<file path="src/rtl/ram_stream_reader_pkg.sv">
// Shared definitions for the RAM burst stream reader: default widths and the
// two-bit FSM state encoding.
package ram_stream_reader_pkg;

  localparam int DEF_DATA_WIDTH = 8;
  localparam int DEF_ADDR_WIDTH = 4;

  typedef logic [1:0] state_t;

  localparam state_t S_IDLE  = 2'd0;
  localparam state_t S_ADDR  = 2'd1;
  localparam state_t S_LATCH = 2'd2;
  localparam state_t S_VALID = 2'd3;

endpackage

</file>
<file path="src/rtl/ram_stream_reader_if.sv">
// Control, RAM read and stream signals of the reader, bundled into a single
// interface. The master side is the reader; the slave side is its environment.
interface ram_stream_reader_if
  import ram_stream_reader_pkg::*;
#(
  parameter int DATA_WIDTH = DEF_DATA_WIDTH,
  parameter int ADDR_WIDTH = DEF_ADDR_WIDTH
);

  logic                  start;
  logic                  abort;
  logic [ADDR_WIDTH-1:0] first_addr;
  logic [ADDR_WIDTH-1:0] last_addr;
  logic [ADDR_WIDTH-1:0] ram_addr;
  logic [DATA_WIDTH-1:0] ram_data;
  logic [DATA_WIDTH-1:0] out_data;
  logic [ADDR_WIDTH-1:0] out_addr;
  logic                  out_valid;
  logic                  out_ready;
  logic                  busy;
  logic                  done;

  modport master (
    input  start, abort, first_addr, last_addr, ram_data, out_ready,
    output ram_addr, out_data, out_addr, out_valid, busy, done
  );

  modport slave (
    output start, abort, first_addr, last_addr, ram_data, out_ready,
    input  ram_addr, out_data, out_addr, out_valid, busy, done
  );

endinterface

</file>
<file path="src/rtl/ram_stream_reader.sv">
// Reads an inclusive, wrapping address range from a registered-read RAM and
// streams each word with its address over a valid/ready handshake.
//
// state   | meaning
// IDLE    | waiting for start; start/first/last sampled here only
// ADDR    | ram_addr presented, RAM samples it at the next edge
// LATCH   | RAM output settling; registered into out_data at exit
// VALID   | word offered; held until out_ready or abort
module ram_stream_reader
  import ram_stream_reader_pkg::*;
#(
  parameter int DATA_WIDTH = DEF_DATA_WIDTH,
  parameter int ADDR_WIDTH = DEF_ADDR_WIDTH
) (
  input logic                clk,
  input logic                rst_n,
  ram_stream_reader_if.master bus
);

  state_t                state;
  logic [ADDR_WIDTH-1:0] cur_addr;
  logic [ADDR_WIDTH-1:0] end_addr;

  assign bus.busy = (state != S_IDLE);

  always_ff @(posedge clk or negedge rst_n) begin
    if (!rst_n) begin
      state         <= S_IDLE;
      cur_addr      <= '0;
      end_addr      <= '0;
      bus.ram_addr  <= '0;
      bus.out_data  <= '0;
      bus.out_addr  <= '0;
      bus.out_valid <= 1'b0;
      bus.done      <= 1'b0;
    end else begin
      bus.done <= 1'b0;
      case (state)
        S_IDLE: begin
          if (bus.start) begin
            cur_addr     <= bus.first_addr;
            end_addr     <= bus.last_addr;
            bus.ram_addr <= bus.first_addr;
            state        <= S_ADDR;
          end
        end
        S_ADDR: begin
          state <= bus.abort ? S_IDLE : S_LATCH;
        end
        S_LATCH: begin
          if (bus.abort) begin
            state <= S_IDLE;
          end else begin
            bus.out_data  <= bus.ram_data;
            bus.out_addr  <= cur_addr;
            bus.out_valid <= 1'b1;
            state         <= S_VALID;
          end
        end
        S_VALID: begin
          // abort wins over a transfer offered on the same edge
          if (bus.abort) begin
            bus.out_valid <= 1'b0;
            state         <= S_IDLE;
          end else if (bus.out_ready) begin
            bus.out_valid <= 1'b0;
            if (cur_addr == end_addr) begin
              bus.done <= 1'b1;
              state    <= S_IDLE;
            end else begin
              cur_addr     <= cur_addr + 1'b1;
              bus.ram_addr <= cur_addr + 1'b1;
              state        <= S_ADDR;
            end
          end
        end
        default: state <= S_IDLE;
      endcase
    end
  end

endmodule

</file>
<file path="src/flat_wrapper.sv">
// flat-port wrapper written by rule: the top's interface ports become plain ports
module ram_stream_reader_flat import ram_stream_reader_pkg::*;
#(
  parameter int DATA_WIDTH = DEF_DATA_WIDTH,
  parameter int ADDR_WIDTH = DEF_ADDR_WIDTH
)
  (clk, rst_n, bus_start, bus_abort, bus_first_addr, bus_last_addr, bus_ram_data, bus_out_ready, bus_ram_addr, bus_out_data, bus_out_addr, bus_out_valid, bus_busy, bus_done);
  ram_stream_reader_if #(.DATA_WIDTH(DATA_WIDTH), .ADDR_WIDTH(ADDR_WIDTH)) bus_i ();
  input logic clk;
  input logic rst_n;
  input wire logic [$bits(bus_i.start)-1:0] bus_start;
  input wire logic [$bits(bus_i.abort)-1:0] bus_abort;
  input wire logic [$bits(bus_i.first_addr)-1:0] bus_first_addr;
  input wire logic [$bits(bus_i.last_addr)-1:0] bus_last_addr;
  input wire logic [$bits(bus_i.ram_data)-1:0] bus_ram_data;
  input wire logic [$bits(bus_i.out_ready)-1:0] bus_out_ready;
  output wire logic [$bits(bus_i.ram_addr)-1:0] bus_ram_addr;
  output wire logic [$bits(bus_i.out_data)-1:0] bus_out_data;
  output wire logic [$bits(bus_i.out_addr)-1:0] bus_out_addr;
  output wire logic [$bits(bus_i.out_valid)-1:0] bus_out_valid;
  output wire logic [$bits(bus_i.busy)-1:0] bus_busy;
  output wire logic [$bits(bus_i.done)-1:0] bus_done;
  assign bus_i.start = bus_start;
  assign bus_i.abort = bus_abort;
  assign bus_i.first_addr = bus_first_addr;
  assign bus_i.last_addr = bus_last_addr;
  assign bus_i.ram_data = bus_ram_data;
  assign bus_i.out_ready = bus_out_ready;
  assign bus_ram_addr = bus_i.ram_addr;
  assign bus_out_data = bus_i.out_data;
  assign bus_out_addr = bus_i.out_addr;
  assign bus_out_valid = bus_i.out_valid;
  assign bus_busy = bus_i.busy;
  assign bus_done = bus_i.done;
  ram_stream_reader #(.DATA_WIDTH(DATA_WIDTH), .ADDR_WIDTH(ADDR_WIDTH)) u_core (.clk(clk), .rst_n(rst_n), .bus(bus_i));
endmodule
</file>
<file path="config.mk">
export PLATFORM = sky130hd
export DESIGN_NAME = ram_stream_reader_flat
export DESIGN_NICKNAME = d
export VERILOG_FILES = /design/src/rtl/ram_stream_reader_pkg.sv /design/src/rtl/ram_stream_reader_if.sv /design/src/rtl/ram_stream_reader.sv /design/src/flat_wrapper.sv
export SDC_FILE = /design/constraint.sdc
export NUM_CORES = 1
export LEC_CHECK = 0
export ABC_CLOCK_PERIOD_IN_PS = 1550
export BUFFER_PORTS_ARGS = -buffer_cell sky130_fd_sc_hd__buf_2
export CAP_MARGIN = 20
export CORE_ASPECT_RATIO = 1.5
export CORE_MARGIN = 8
export CORE_UTILIZATION = 25
export DETAILED_ROUTE_END_ITERATION = 7
export GPL_TIMING_DRIVEN = 1
export PLACE_DENSITY = 0.53
export SYNTH_ARGS = -nofsm -noshare
export SYNTH_HDL_FRONTEND = slang
export SYNTH_SLANG_ARGS = --single-unit
</file>
<file path="constraint.sdc">
create_clock -name clk -period 1.55 [get_ports clk]
set_input_delay 0.31 -clock clk [delete_from_list [all_inputs] [get_ports clk]]
set_output_delay 0.31 -clock clk [all_outputs]
set_load 0.1 [all_outputs]
</file>
=== Word level (Yosys, flattened, before mapping) ===
Cells that the tools add are included.

* Register bits: 24
* Output and inout bits: 19
* Logic and storage cells: 48

* Add/subtract/negate cells: 1
* Eq/ne operators: 10
* Multiplexer cells: 20
* Bitwise gates (word level): 1
* Reduce and logical (&&, ||, !) cells: 9

{| class="wikitable"
|+ Operators with widths
! cell !! count
|-
| $mux W4 || 4
|-
| $mux W2 || 5
|-
| $ne A2 B2 Y1 const B || 5
|-
| $mux W1 || 8
|-
| $pmux W2 S4 || 1
|-
| $pmux W4 S2 || 1
|-
| $reduce_and A2 Y1 || 3
|-
| $reduce_bool A2 Y1 || 3
|-
| $reduce_and A5 Y1 || 1
|-
| $add A4 B1 Y4 const B || 1
|-
| $eq A2 B2 Y1 const B || 2
|-
| $eq A4 B4 Y1 || 1
|-
| $ne A3 B3 Y1 const B || 1
|-
| $reduce_and A3 Y1 || 1
|-
| $eq A2 B1 Y1 const B || 1
|-
| $logic_not A2 Y1 || 1
|-
| $pmux W1 S2 || 1
|-
| $not A1 Y1 || 1
|}

=== Longest topological paths before layout ===
* Depth in word-level cells: 5
* Depth in mapped cells: 5
* Depth with buffers taken out: 4

=== Least setup slack after synthesis ===
Ideal clock, no wire load.

* Path kind: flip-flop to flip-flop
* Start: reg u_core.cur_addr[0]
* End: reg u_core.cur_addr[1]
* Library setup time: 0.129 ns
* Data arrival time: 2.096 ns
* Required time: 1.421 ns
* Slack: -0.674 ns
* Cell stages (with the launch flop): 5
* Path buffers: 0
* Clock period less this slack: 2.224 ns
* Cell sequence: dfrtp_1 xor2_1 o41a_1 nor2_2 mux2_1

* Word-level cells in the longest chain between the ends: 5
* Elaborated cells on any way between the ends: 8

{| class="wikitable"
|+ Ends and longest elaborated chain
! item !! line !! RTL
|-
| start, declared || ram_stream_reader.sv:21 || <nowiki>logic [ADDR_WIDTH-1:0] cur_addr;</nowiki>
|-
| start signal, assigned || ram_stream_reader.sv:41 || <nowiki>cur_addr <= bus.first_addr;</nowiki>
|-
| start signal, assigned || ram_stream_reader.sv:71 || <nowiki>cur_addr <= cur_addr + 1'b1;</nowiki>
|-
| $add A4 B1 Y4 || ram_stream_reader.sv:71 ||
|-
| $mux W4 || ram_stream_reader.sv:67 || <nowiki>if (cur_addr == end_addr) begin</nowiki>
|-
| $mux W4 || ram_stream_reader.sv:65 || <nowiki>end else if (bus.out_ready) begin</nowiki>
|-
| $mux W4 || ram_stream_reader.sv:62 || <nowiki>if (bus.abort) begin</nowiki>
|-
| $pmux W4 S2 || ram_stream_reader.sv:38 || <nowiki>case (state)</nowiki>
|}

Several ways; a longest one is shown, not always the timed one. The select of a mux whose other input is x is not followed.
A chain may end at the register's enable or synchronous reset.

=== Worst setup path in the final report ===
Ends and elaborated chain as after synthesis.

==> metrics.md <==
| Metric | Value |
|---|---|
| R2R depth | `4` |
| Final period util | `107%` |
| Distinct cells, synth | `28` |
| Status | `finished with violations` |
| Root buffer cell | `clkbuf_8` |
| Mapped Area | `between 1000 and 1500 um2` |
| Initial antenna violation count | `0` |
| Main combinational cell family by area after synthesis | `simple AND/OR/NAND/NOR gates` |
| CTS Buf Count | `3` |
| Post-route antenna net violation count | `0` |
| Least-Margin Pin Slew | `~0.54 ns` |
| Die area | `just under 7000 um2` |
| Final worst slack | `-0.106 ns` |
| Req. time, crit path | `around 1.7 ns` |
| First-pass GRT wire length | `about 4800 um` |
| Pre-antenna DRT Iters | `4` |
| Min cycle time layout | `between 1.5 and 2 ns` |
| Reg area | `between 600 and 700 um2` |
| Max-slew violations | `0` |
| Routability cong. | `roughly 0.75` |
| Via Count | `between 800 and 900` |
| Critical path class | `register to register` |
| Drt total wl | `roughly 2900 um` |
| Post-Synth Adder-Cell Area | `between 1 and 1.5%` |
| Xor/xnor share of the synthesized area | `~3.2%` |
| Deepest clock path buffer count | `2` |
| Worst-path fanout max | `2` |
| Register area share after synthesis | `a little under three fifths` |
| Core area | `about 4200 um2` |
| Die X | `about 70 um` |
| RSZ-0062 raised after global routing | `true` |
| HP Class | `primary input to asynchronous set/reset pin` |
| CP endpoint kind | `register` |
| Starting Density | `between 20% and 30%` |
| Antenna Cells | `0` |
| Hold_buf cts | `0` |
| Finished Cell Area | `roughly 1600 um2` |
| Commonest cells after routing, fill and taps aside | `buf_2 (35), dfrtp_1 (19), nand2_1 (18), mux2_2 (13), buf_4 (13)` |
| Area Growth Syn to Fin | `48.3%` |
| Clock latency at the later pin of the worst-skew pair | `about 0.27 ns` |
| Worst hold slack | `0.00804 ns` |
| Pin count of the biggest net entering global routing | `25` |
| CP Launch Type | `register` |
| Max-Cap Viols | `0` |
| Relative slew slack | `between 60% and 70%` |
| Vias in the first global route | `between 900 and 1k` |
| CTS H-tree depth | `1` |
| Post-Syn Nets | `~120` |
| Worst Skew | `slightly below 0.006 ns` |
| DRC Markers | `0` |
| Die Span Y | `96.7 um` |
| Post CTS Setup Buffer Count | `0` |
| GR Overflow Total | `0` |
| Routed length per placed instance | `around 15 um` |
| Sum Neg Setup Slack | `-0.140 ns` |
| Most common cell after layout, fill and taps aside | `buf_2` |
| Final hold vios | `0` |
| CTS clock-pin slew for the worst setup and hold paths | `around 0.09 ns` |
| Reg2reg setup slack | `-0.11 ns` |
| Avg Inst Size Synth | `between 10 and 15 um2` |
| DR vias/cell | `4.56` |
| CTS tree | `built` |
| Number of port buffers | `39` |
| Flops & latches, synth | `24` |
| Fillers | `415` |
| Crit path DAT | `1.81 ns` |
| Mapped Cells | `96` |
| Nets | `between 150 and 200` |
| Starting DRT DRC Count | `17` |
| Count of final setup violators | `4` |
| Gr usage total | `between 8 and 9%` |
| Post-synthesis simple-gate area fraction | `~16%` |
| Fmax | `roughly 600 MHz` |
| Ports | `40` |
| Layout cell share with drive strength beyond 1 | `approximately 54%` |
| Row cnt | `29` |
| Complex-gate fraction of the synthesized area | `between 8 and 9%` |
| Mux cell area share after synthesis | `approximately 15%` |
| Placed inst area | `1500 um2` |
| Clk sinks | `24` |
| Yosys warns | `0` |
| Multi-input logic area | `~500 um2` |
| Failing checks | `setup timing` |
-- path summary, 6_finish.rpt --
kind	startpoint	end
setup / recovery	u_core.cur_addr[0]$_DFFE_PN0P_	u_core.cur_addr[1]$_DFFE_PN0P_
hold / removal	rst_n	u_core.bus.out_valid$_DFFE_PN0P_
setup reg to reg	u_core.cur_addr[0]$_DFFE_PN0P_	u_core.cur_addr[1]$_DFFE_PN0P_
hold reg to reg	u_core.bus.out_data[1]$_DFFE_PN0P_	u_core.bus.out_data[1]$_DFFE_PN0P_
max in group asynchronous	rst_n	u_core.cur_addr[1]$_DFFE_PN0P_
min in group clk	bus_last_addr[1]	u_core.end_addr[1]$_DFFE_PN0P_
-- synth_stat cells --
library cell	n	share of area, %
dfrtp_1	24	55
nand2_1	18	6.2
mux2_2	13	13
o21ai_0	5	2.3
xor2_1	4	3.2
nor2_1	3	1.0
nor3_1	3	1.4
a21oi_1	2	0.92
and3_1	2	1.2
buf_2	2	0.92
inv_1	2	0.69
nand2b_1	2	1.2
a221o_1	1	0.92
a311oi_1	1	0.81
a32oi_1	1	0.81
and2_1	1	0.58
and4b_1	1	0.92
ha_1	1	1.2
mux2_1	1	1.0
nand4b_1	1	0.81
nor2_2	1	0.58
nor2b_1	1	0.58
nor4_1	1	0.58
o22ai_1	1	0.58
o31ai_1	1	0.69
o41a_1	1	1.0
or2_1	1	0.58
or3_1	1	0.58
-- registers in the layout, summed over array words and instances, names as in the netlist --
signal	cells
u_core.end_addr	4
u_core.bus.out_valid	1
u_core.bus.out_addr	4
u_core.bus.out_data	8
u_core.state	2
u_core.cur_addr	4
u_core.bus.done	1
-- cell families after synthesis --
| family | Yosys count |
|---|---|
| multiplexers | 14 |
| flip-flops | 24 |
| buffers and inverters | 4 |
| AND/OR/NAND/NOR | 36 |
| AO/OA/AOI/OAI | 13 |
| adder cells (fa/ha/maj) | 1 |
| XOR/XNOR | 4 |
-- through the flow --
stage | instances | utilization [%] | setup WS [ns]
2_1_floorplan | 96 | - | -0.294
3_3_place_gp | 193 | 35.7 | -0.0531
3_5_place_dp | 193 | 35.7 | -0.112
4_1_cts | 197 | 38.2 | -0.0918
5_1_grt | 197 | 38.3 | -0.149
6_report | 197 | 38.3 | -0.106
-- per-layer routing --
| metal | vias up | GRT usage, % | share of wire [%] |
|---|---|---|---|
| met5 | - | 0 | 0 |
| met2 | 29 | 15.0 | 53 |
| met1 | 419 | 8.78 | 37 |
| li1 | 445 | - | - |
| met4 | 0 | 4.04 | 2.0 |
| met3 | 6 | 3.27 | 7.4 |
-- worst max-delay path, stage by stage (launching register included) --
cell     delay (ns)
dfrtp_4        0.50
xor2_2         0.16
o41a_1         0.44
nor2_2         0.13
mux2_4         0.31
-- cell type report --
class / instances / area share [%]
sequential: 24 / 38.0
multi-input combinational: 68 / 30.9
timing repair buffer: 53 / 22.6
tap: 46 / 3.57
clock buffer: 3 / 2.56
clock inverter: 1 / 1.86
inverter: 2 / 0.466
-- timing repair --
| item | 4_1_cts | 5_1_grt |
|---|---|---|
| endpoints found under the setup margin | 5 | 6 |
| pin swaps | 3 | 2 |
| resized for setup | 7 | 2 |
Power is left out: the tool's default activity adds up to more than one toggle a clock period on the data nets, which glitch-free logic cannot reach.
